## src/rtl/div_seq_ctrl.sv

```systemverilog
// -----------------------------------------------------------------------------
// div_seq_ctrl
//
// Multi-cycle sequencer for the CPU DIV/DIVU datapath. A restoring radix-2
// divider produces one quotient bit per clock. While an operation is in
// flight, the core is frozen through 'stall'. The result drives HI (remainder)
// and LO (quotient).
//
// Parameters:
//   WIDTH      operand/result width; also the number of CALC iterations
//
// Ports:
//   clk_in     in   1      system clock, rising edge
//   reset      in   1      synchronous, active-high reset
//   start      in   1      DIV/DIVU issue from decode; sampled only in IDLE
//   is_signed  in   1      1 = DIV (two's complement), 0 = DIVU
//   dividend   in   WIDTH  rs value, sampled with start
//   divisor    in   WIDTH  rt value, sampled with start
//   busy       out  1      registered; high while an operation is in flight
//   stall      out  1      combinational: busy | (start & state==IDLE)
//   done       out  1      registered one-cycle pulse; q/r valid
//   q          out  WIDTH  quotient (LO); holds until the next done
//   r          out  WIDTH  remainder (HI); holds until the next done
//   div_zero   out  1      only with `DIV_ZERO_FLAG_EN: pulses with done when
//                          the sampled divisor was zero
//
// Optional feature macro: DIV_ZERO_FLAG_EN
//
// Timing (start sampled at edge E0):
//   non-zero divisor : CALC on E1..E<WIDTH>, FIN hold, result/done after
//                      edge E0+WIDTH+2
//   zero divisor     : straight to FIN, result/done after edge E0+2
// -----------------------------------------------------------------------------
module div_seq_ctrl #(
   parameter int WIDTH = 32
) (
   input  logic             clk_in,
   input  logic             reset,
   input  logic             start,
   input  logic             is_signed,
   input  logic [WIDTH-1:0] dividend,
   input  logic [WIDTH-1:0] divisor,
   output logic             busy,
   output logic             stall,
   output logic             done,
   output logic [WIDTH-1:0] q,
   output logic [WIDTH-1:0] r
`ifdef DIV_ZERO_FLAG_EN
   ,
   output logic             div_zero
`endif
);

   localparam int CNT_W = $clog2(WIDTH) + 1;

   typedef enum logic [1:0] {
      IDLE = 2'd0,
      CALC = 2'd1,
      FIN  = 2'd2
   } state_t;

   // Two's complement negation, modulo 2^WIDTH.
   function automatic logic [WIDTH-1:0] neg2c(input logic [WIDTH-1:0] v);
      return ~v + WIDTH'(1);
   endfunction

   // Magnitude of a signed operand as an unsigned value. The most negative
   // value maps onto itself (0x80..0), which is exactly the magnitude when
   // read as unsigned.
   function automatic logic [WIDTH-1:0] abs_val(input logic signed [WIDTH-1:0] v);
      logic [WIDTH-1:0] res;
      res = $unsigned(v);
      if (v < 0)
         res = neg2c(res);
      return res;
   endfunction

   // Optional sign fix-up applied on the way out to q/r.
   function automatic logic [WIDTH-1:0] apply_sign(input logic             neg,
                                                   input logic [WIDTH-1:0] v);
      return neg ? neg2c(v) : v;
   endfunction

   state_t           state;
   logic [CNT_W-1:0] cnt;
   logic [WIDTH:0]   rem;       // one extra bit for the compare/subtract
   logic [WIDTH-1:0] quo;       // holds the dividend, shifted out as quotient fills in
   logic [WIDTH-1:0] dvs;       // divisor magnitude
   logic             qneg;
   logic             rneg;
   logic             fin_hold;  // first FIN cycle already spent
`ifdef DIV_ZERO_FLAG_EN
   logic             zero_op;   // current operation had a zero divisor
`endif

   // Operands viewed as signed for the DIV path.
   logic signed [WIDTH-1:0] dividend_s;
   logic signed [WIDTH-1:0] divisor_s;
   logic [WIDTH-1:0]        dividend_mag;
   logic [WIDTH-1:0]        divisor_mag;

   always_comb begin
      dividend_s   = $signed(dividend);
      divisor_s    = $signed(divisor);
      dividend_mag = is_signed ? abs_val(dividend_s) : dividend;
      divisor_mag  = is_signed ? abs_val(divisor_s)  : divisor;
   end

   // One restoring step: shift {rem,quo} left, trial-subtract the divisor.
   logic [WIDTH:0]   rem_sh;
   logic             fits;
   logic [WIDTH:0]   rem_nx;
   logic [WIDTH-1:0] quo_nx;

   always_comb begin
      rem_sh = {rem[WIDTH-1:0], quo[WIDTH-1]};
      fits   = (rem_sh >= {1'b0, dvs});
      rem_nx = rem_sh;
      if (fits)
         rem_nx = rem_sh - {1'b0, dvs};
      quo_nx = {quo[WIDTH-2:0], fits};
   end

   // Stall covers the issuing cycle before busy has had a chance to rise.
   always_comb begin
      stall = busy | (start & (state == IDLE));
   end

   always_ff @(posedge clk_in) begin
      if (reset) begin
         state    <= IDLE;
         cnt      <= '0;
         rem      <= '0;
         quo      <= '0;
         dvs      <= '0;
         qneg     <= 1'b0;
         rneg     <= 1'b0;
         fin_hold <= 1'b0;
         busy     <= 1'b0;
         done     <= 1'b0;
         q        <= '0;
         r        <= '0;
`ifdef DIV_ZERO_FLAG_EN
         zero_op  <= 1'b0;
         div_zero <= 1'b0;
`endif
      end else begin
         done <= 1'b0;
`ifdef DIV_ZERO_FLAG_EN
         div_zero <= 1'b0;
`endif
         case (state)
            // ---- IDLE: accept a new operation, latch operands ----
            IDLE: begin
               if (start) begin
                  busy     <= 1'b1;
                  cnt      <= '0;
                  fin_hold <= 1'b0;
                  if (divisor == '0) begin
                     // Architectural result for x/0: all ones and the raw
                     // dividend, with no sign fix-up in either mode.
                     quo     <= '1;
                     rem     <= {1'b0, dividend};
                     dvs     <= '0;
                     qneg    <= 1'b0;
                     rneg    <= 1'b0;
                     state   <= FIN;
`ifdef DIV_ZERO_FLAG_EN
                     zero_op <= 1'b1;
`endif
                  end else begin
                     quo     <= dividend_mag;
                     rem     <= '0;
                     dvs     <= divisor_mag;
                     qneg    <= is_signed & (dividend[WIDTH-1] ^ divisor[WIDTH-1]);
                     rneg    <= is_signed & dividend[WIDTH-1];
                     state   <= CALC;
`ifdef DIV_ZERO_FLAG_EN
                     zero_op <= 1'b0;
`endif
                  end
               end
            end

            // ---- CALC: one quotient bit per edge ----
            CALC: begin
               rem <= rem_nx;
               quo <= quo_nx;
               cnt <= cnt + CNT_W'(1);
               if (cnt == CNT_W'(WIDTH - 1))
                  state <= FIN;
            end

            // ---- FIN: one hold cycle, then publish result ----
            FIN: begin
               if (!fin_hold) begin
                  fin_hold <= 1'b1;
               end else begin
                  fin_hold <= 1'b0;
                  q        <= apply_sign(qneg, quo);
                  r        <= apply_sign(rneg, rem[WIDTH-1:0]);
                  done     <= 1'b1;
                  busy     <= 1'b0;
                  state    <= IDLE;
`ifdef DIV_ZERO_FLAG_EN
                  div_zero <= zero_op;
`endif
               end
            end

            default: begin
               state <= IDLE;
               busy  <= 1'b0;
            end
         endcase
      end
   end

endmodule
```

## config.mk

```make
export PLATFORM = sky130hd
export DESIGN_NAME = div_seq_ctrl
export DESIGN_NICKNAME = d
export VERILOG_FILES = /design/src/rtl/div_seq_ctrl.sv
export SDC_FILE = /design/constraint.sdc
export NUM_CORES = 1
export LEC_CHECK = 0
export CAP_MARGIN = 15
export CORE_ASPECT_RATIO = 1.5
export CORE_MARGIN = 10
export CORE_UTILIZATION = 50
export DETAILED_ROUTE_END_ITERATION = 6
export PLACE_DENSITY_LB_ADDON = 0.3
export SETUP_SLACK_MARGIN = 0.4
export SLEW_MARGIN = 20
export SYNTH_ARGS = -nofsm -noshare
export SYNTH_HDL_FRONTEND = slang
export SYNTH_SLANG_ARGS = --single-unit
```

## constraint.sdc

```tcl
create_clock -name clk_in -period 4.3 [get_ports clk_in]
set_input_delay 0.86 -clock clk_in [delete_from_list [all_inputs] [get_ports clk_in]]
set_output_delay 0.86 -clock clk_in [all_outputs]
set_load 0.02 [all_outputs]
```

==> reports/qor.yml, run 1 <==
yosys:
  yosys-top-cells-area: "dfxtp_1 (31%), xor2_1 (8.8%), nor2_1 (6.1%), a211oi_1 (6.0%), nand2_1 (4.9%)"
  synth_area_mm2: 0.0112
  synth_cell_type_count: 62
  ys_seq_area_share_pct: 31.0
  async_reset_ff_share_pct: 0
  ys_dominant_reg_cell: "dfxtp_1"
  synth_cells: 1451
  netlist.area_leader.share_pct: 31.0
  synth-edff-count: 0
  syn_nets: 1557
  synth_largest_area_cell: "dfxtp_1"
  yosys_register_bits: 173
  syn_area_per_cell_um2: 7.70
  yosysWarningCount: 0
status:
  status: "complete, no violations"
critical_path:
  timing.rr.start: "quo[12]"
  worst-path-buf-inv: 0
  arrival_ns: 4.10
  path_common_cell: "or4_4"
  r2r_cells: 9
  slowest_stage: "or4_4"
  worst-setup-path-type: "reg -> reg"
  endpoint_kind: "register"
  crit_family: "simple AND/OR/NAND/NOR gates"
  required_ns: 4.59
  slowest_delay_ns: 0.57
  cp_max_fo: 7
  ff2ff_setup_slack_ns: 0.48
  critPathLaunch: "quo[12]"
  r2r_end: "q[28]"
  crit_chain: "or4_4 > or3_4 > or4_4 > or4_4 > or2_1 > or3_1 > o31ai_2 > xor2_1 > a211oi_1"
  worst_setup_path_start_kind: "register"
clocking:
  cts_hold_buf: 0
  cts_buffers: 17
  clock_path_buffers: 2
  clk_latency_ns: 0.45
  clock-sinks: 173
  cts_tree: "done"
  clock_tree.root_cell: "clkbuf_16"
  htree_num_levels: 4
  clk_pin_slew_ns: 0.07
floorplanning:
  dieArea_mm2: 0.0288
  design.portCount: 135
  die_h_um: 203
  core_area_mm2: 0.0219
  die_w_um: 142
  row_count: 66
  initial_core_util_pct: 51.0
detailed_routing:
  routed_wl_um: 35400
  viasPerCell: 6.09
  drtAntennaViolNets: 0
  vias: 11100
  dr.pass1.iters: 6
  route.detailed.drc: 0
  wl_per_cell_um: 19.4
  drt_iter0_drc: 784
hold_path:
  hold-path-endpoint: "dvs[26]"
  min_from: "dvs[26]"
  whs_path_depth: 2
  hold_path.class: "reg -> reg"
global_route:
  antenna_found_initial: 0
  grt_usage_pct: 23.9
  grt_max_degree: 81
  overflow: 0
  use_met2_pct: 41.0
  grt_pass1_wl_um: 55900
  busiest_layer: "met2"
  grt_pass1_vias: 10600
  grt_util_met3_pct: 3.69
  use_met1_pct: 27.0
timing:
  finalSetupViolations: 0
  rsz0062_at_grt: "no"
  post-route-period-util_pct: 88.8
  slew-limit-headroom_pct: 33.7
  min_period_ns: 3.82
  worstMarginPinSlew_ns: 0.992
  finalSetupTns_ns: 0
  slew_viol_final: 0
  hold_viol_final: 0
  skew_ns: 0.00875
  clock.fmax_mhz: 262
placement:
  gp_congestion: 0.967
  place_area_mm2: 0.0128
  dpl.cell_count: 1792
  portBuffers: 134
  dp_hpwl_um: 27100
layout:
  layoutNonFillerInstCount: 1824
  fin_nets: 1645
  area_growth_pct: 20.3
  fill_cells: 2024
  design_area_mm2: 0.0134
  drive_gt1_share_pct: 6.19
  antenna_cells: 0
power_and_ir_drop:
  power_mw: 5.60
  leakage_nw: 4.77
  power.density_mw_per_mm2: 417
  vdd.ir_drop.worst_v: 0.000347
job:
  max_cap_violations: 0
worst reg2reg max path: cells and delay by family, from the launching register on:
kind	cells	cell delay [ns]
simple gates	6	2.48
xor+xnor	1	0.45
flops	1	0.37
compound gates	2	0.36
power breakdown:
| group | internal (mW) | switching, mW | total (mW) |
|---|---|---|---|
| Clock | 1.05 | 0.711 | 1.76 |
| Combinational | 0.771 | 1.20 | 1.97 |
| Sequential | 1.70 | 0.169 | 1.87 |
per-stage QoR:
| stage | hold slack, ns | util [%] | setup WS (ns) |
|---|---|---|---|
| CTS | 0.459 | 61.4 | 0.493 |
| global route | 0.478 | 61.4 | 0.406 |
| finish | 0.451 | 61.4 | 0.482 |
| floorplan | 0.425 | - | 0.729 |
| detailed placement | 0.443 | 58.3 | 0.278 |
| global placement | 0.435 | 58.3 | 0.401 |
layout by cell type (no fill, tap or decap), types with 5 or more instances in the layout:
cell	Yosys	layout
o41ai_1	16	16
bufinv_16	0	5
inv_1	48	48
dfxtp_1	173	172
clkdlybuf4s50_1	0	133
o21ai_0	98	98
nor2b_1	9	9
nand2_1	147	147
o31ai_1	34	34
a211oi_1	89	89
mux2i_1	12	12
nor2_1	181	178
nand4_1	10	10
a21oi_1	56	56
a2111oi_0	21	21
xnor2_1	32	32
or3_1	12	12
a31oi_1	14	14
buf_4	0	39
nor3_1	45	45
clkbuf_16	0	17
ha_1	37	37
o21a_1	9	9
or4_1	15	15
xor2_1	112	112
a221oi_1	23	23
a311oi_1	14	14
nand3_1	24	24
and3_1	19	19
nor4_1	18	16
o211ai_1	8	8
a21o_1	12	12
routing by layer:
layer	share of wire, %	vias up
li1	-	5462
met1	39	5178
met2	49	375
met3	5.6	92
met4	6.4	0
met5	0	-
Yosys cell counts, types with 32 or more instances:
library cell  count
o31ai_1          34
nor2_1          181
xor2_1          112
nor3_1           45
o21ai_0          98
nand2_1         147
inv_1            48
a21oi_1          56
ha_1             37
a211oi_1         89
dfxtp_1         173
xnor2_1          32
clkbuf_1         95
how the worst max path moves through the flow:
stage / to / slack [ns] / cells after the start
6_report: q[28] / 0.48 / 9
5_1_grt: q[28] / 0.41 / 9
4_1_cts: q[28] / 0.49 / 9
3_5_place_dp: quo[28] / 0.28 / 9
3_3_place_gp: quo[28] / 0.40 / 9
2_1_floorplan: rem[15] / 0.73 / 8
flip-flops by register name, summed over array words and instances, names as in the netlist:
| register | flops |
|---|---|
| dvs | 32 |
| fin_hold | 1 |
| rem | 32 |
| quo | 32 |
| q | 32 |
| cnt | 6 |
| r | 32 |
| done | 1 |
| rneg | 1 |
| busy | 1 |
| state | 2 |
| qneg | 1 |
timing repair:
item | 4_1_cts | 5_1_grt
hold endpoints to repair | 0 | 0
setup endpoints to repair | 0 | 1
resized for setup | 0 | 1
buffers inserted | 0 | 0
layout make-up:
type | count | area (um2) | share of cell area, %
clock inverters | 14 | 230 | 1.71
inverters | 48 | 180 | 1.34
flip-flops and latches | 173 | 3460 | 25.8
multi-input cells | 1127 | 7170 | 53.4
clock buffers | 18 | 429 | 3.19
well taps | 272 | 340 | 2.53
repair buffers | 172 | 1620 | 12.1
cells by family after synthesis:
family	after synthesis	share of synthesized area (%)
muxes	14	1.28
buffers and inverters	151	5.09
DFF	173	31.0
xor gates and xnor gates	144	11.3
adders and majority gates	38	4.32
AOI/OAI and AO/OA	423	26.2
and+or+nand+nor	508	20.9
(Power assumes the default switching activity.)
==> inputs of run 2 (changes only) <==
- CAP_MARGIN: 15 -> default
==> results of run 2 <==
The final DEF is identical to that of run 1; final timing and power are the same.
==> inputs of run 3 (changes only) <==
- RECOVER_POWER: default -> 25
==> run 3 against run 2 <==
Compared with the run above:
- the flow now finishes with violations (design-rule violations, max-capacitance violations, max-slew violations)
- setup slack worse by 0.054 ns
- global-route usage did not move
- flip-flop and latch count unchanged
- sequential share of layout area hardly changed
- design area is 0.11% lower
- clock-buffer cell count unchanged
- critical path type unchanged
- critical endpoint unchanged
==> reports/qor.yml, run 3 (synthesis results as in run 1) <==
global_route:
  antenna_found_initial: 0  # unchanged
  grt_util_met3_pct: 3.69  # unchanged
  grt_usage_pct: 23.9  # unchanged
  grt_pass1_wl_um: 55900  # unchanged
  grt_max_degree: 81  # unchanged
  overflow: 0  # unchanged
  grt_pass1_vias: 10600  # unchanged
  busiest_layer: "met2"
  use_met1_pct: 27.0  # unchanged
  use_met2_pct: 41.0  # unchanged
timing:
  finalSetupTns_ns: 0  # unchanged
  hold_viol_final: 0  # unchanged
  min_period_ns: 3.87  # +0.0544 ns
  slew_viol_final: 239  # +239
  clock.fmax_mhz: 258  # -1.4%
  rsz0062_at_grt: "no"
  worstMarginPinSlew_ns: 2.21  # +1.21 ns
  skew_ns: 0.00894  # +0.000195 ns
  post-route-period-util_pct: 90.1  # +1.3 points
  slew-limit-headroom_pct: -47.1  # -81 points
  finalSetupViolations: 0  # unchanged
floorplanning:
  row_count: 66  # unchanged
  initial_core_util_pct: 51.0  # unchanged
  core_area_mm2: 0.0219  # unchanged
  die_h_um: 203  # unchanged
  die_w_um: 142  # unchanged
  dieArea_mm2: 0.0288  # unchanged
  design.portCount: 135  # unchanged
detailed_routing:
  wl_per_cell_um: 19.4  # about the same
  route.detailed.drc: 1  # +1
  drtAntennaViolNets: 0  # unchanged
  routed_wl_um: 35400  # about the same
  vias: 11100  # -0.14%
  viasPerCell: 6.08  # -0.14%
  dr.pass1.iters: 7  # +1
  drt_iter0_drc: 857  # +9.3%
critical_path:
  arrival_ns: 4.09  # about the same
  worst-setup-path-type: "reg -> reg"
  timing.rr.start: "quo[12]"
  endpoint_kind: "register"
  ff2ff_setup_slack_ns: 0.43  # -0.05 ns
  cp_max_fo: 7  # unchanged
  r2r_cells: 9  # unchanged
  required_ns: 4.52  # -0.07 ns
  r2r_end: "q[28]"
  worst_setup_path_start_kind: "register"
  critPathLaunch: "quo[12]"
hold_path:
  min_from: "dvs[26]"
  whs_path_depth: 2  # unchanged
  hold_path.class: "reg -> reg"
  hold-path-endpoint: "dvs[26]"
layout:
  layout_commonest_cell: "nor2_1"
  drive_gt1_share_pct: 5.99  # -0.19 points
  fill_cells: 2025  # +0.049%
  antenna_cells: 0  # unchanged
  layout_common_cells: "nor2_1 (178), dfxtp_1 (172), nand2_1 (147), xor2_1 (112)"
  final_core_utilization_pct: 61.3  # -0.069 points
  area_growth_pct: 20.2
  fin_nets: 1645  # unchanged
  layoutNonFillerInstCount: 1824  # unchanged
  design_area_mm2: 0.0134  # -0.11%
power_and_ir_drop:
  seq_power_share_pct: 33.4  # about the same
  leakage_nw: 4.89  # +2.4%
  p_clk_share_pct: 31.3  # about the same
  vdd.ir_drop.worst_v: 0.000342  # -1.3%
  p_int_mw: 3.52  # about the same
  combPwrFrac_pct: 35.2  # about the same
  power.density_mw_per_mm2: 417  # +0.12%
  switching_power_mw: 2.08  # about the same
  sw_frac_of_total_pct: 37.1  # about the same
status:
  status: "finished with violations"
  violations: "design-rule violations, max-capacitance violations, max-slew violations"
placement:
  gp_congestion: 0.967  # unchanged
  portBuffers: 134  # unchanged
  dpl.cell_count: 1792  # unchanged
  dp_hpwl_um: 27100  # unchanged
  place_area_mm2: 0.0128  # unchanged
clocking:
  clock_tree.root_cell: "clkbuf_16"
  htree_num_levels: 4  # unchanged
  post_cts_resized: 0  # unchanged
  clk_pin_slew_ns: 0.07  # about the same
  cts_hold_buf: 0  # unchanged
  clock_path_buffers: 2  # unchanged
  post_cts_buffers: 0  # unchanged
  clk_latency_ns: 0.44  # about the same
  cts_tree: "done"
  clock-sinks: 173  # unchanged
  cts_buffers: 17  # unchanged
job:
  max_cap_violations: 4  # +4
[run 3: cell types whose count changed in the layout (fill, tap and decap cells not counted)]
cell,before,now
clkbuf_2,0,2
dlygate4sd3_1,0,35
clkbuf_1,1,3
buf_4,39,35
clkdlybuf4s50_1,133,98
and2_4,1,0
and2_1,4,5
[run 3: worst max path at each step]
stage | endpoint | slack [ns] | cells after the start
floorplan | rem[15] | 0.73 | 8
finish | q[28] | 0.43 | 9
global placement | quo[28] | 0.40 | 9
global route | rem[20] | 0.27 | 7
CTS | q[28] | 0.49 | 9
detailed placement | quo[28] | 0.28 | 9
[run 3: layer usage]
metal | share of wire, % | routed length (um)
met1 | 38 | 13600
met2 | 50 | 17600
met3 | 5.5 | 1940
met4 | 6.4 | 2270
met5 | 0 | 0
[run 3: through the flow]
stage | setup WS [ns] | total power, mW | hold WS (ns)
6_report | 0.427 | 5.60 | 0.451
5_1_grt | 0.266 | 5.88 | 0.478
4_1_cts | 0.493 | 5.58 | 0.459
3_5_place_dp | 0.278 | 3.84 | 0.443
3_3_place_gp | 0.401 | 3.81 | 0.435
2_1_floorplan | 0.729 | 3.19 | 0.425
[run 3: final cells by class]
class	instances	area (um2)	area share [%]
sequential	173	3460	25.8
timing repair buffer	172	1610	12.0
tap	272	340	2.54
clock inverter	14	230	1.71
inverter	48	180	1.34
clock buffer	18	429	3.20
multi-input combinational	1127	7170	53.4
[run 3: power groups by stage]
stage	logic [mW]	registers, mW	clock network, mW
2_1_floorplan	1.35	1.84	0
3_3_place_gp	1.92	1.90	0
3_5_place_dp	1.94	1.90	0
4_1_cts	1.94	1.87	1.77
5_1_grt	2.17	1.88	1.83
6_report	1.97	1.87	1.76
[run 3: critical path, cell delays in order (launching register included)]
cell      delay [ns]
dfxtp_1         0.37
or4_4           0.57
or3_4           0.36
or4_4           0.46
or4_4           0.45
or2_1           0.26
or3_1           0.37
o31ai_2         0.23
xor2_1          0.44
a211oi_1        0.14
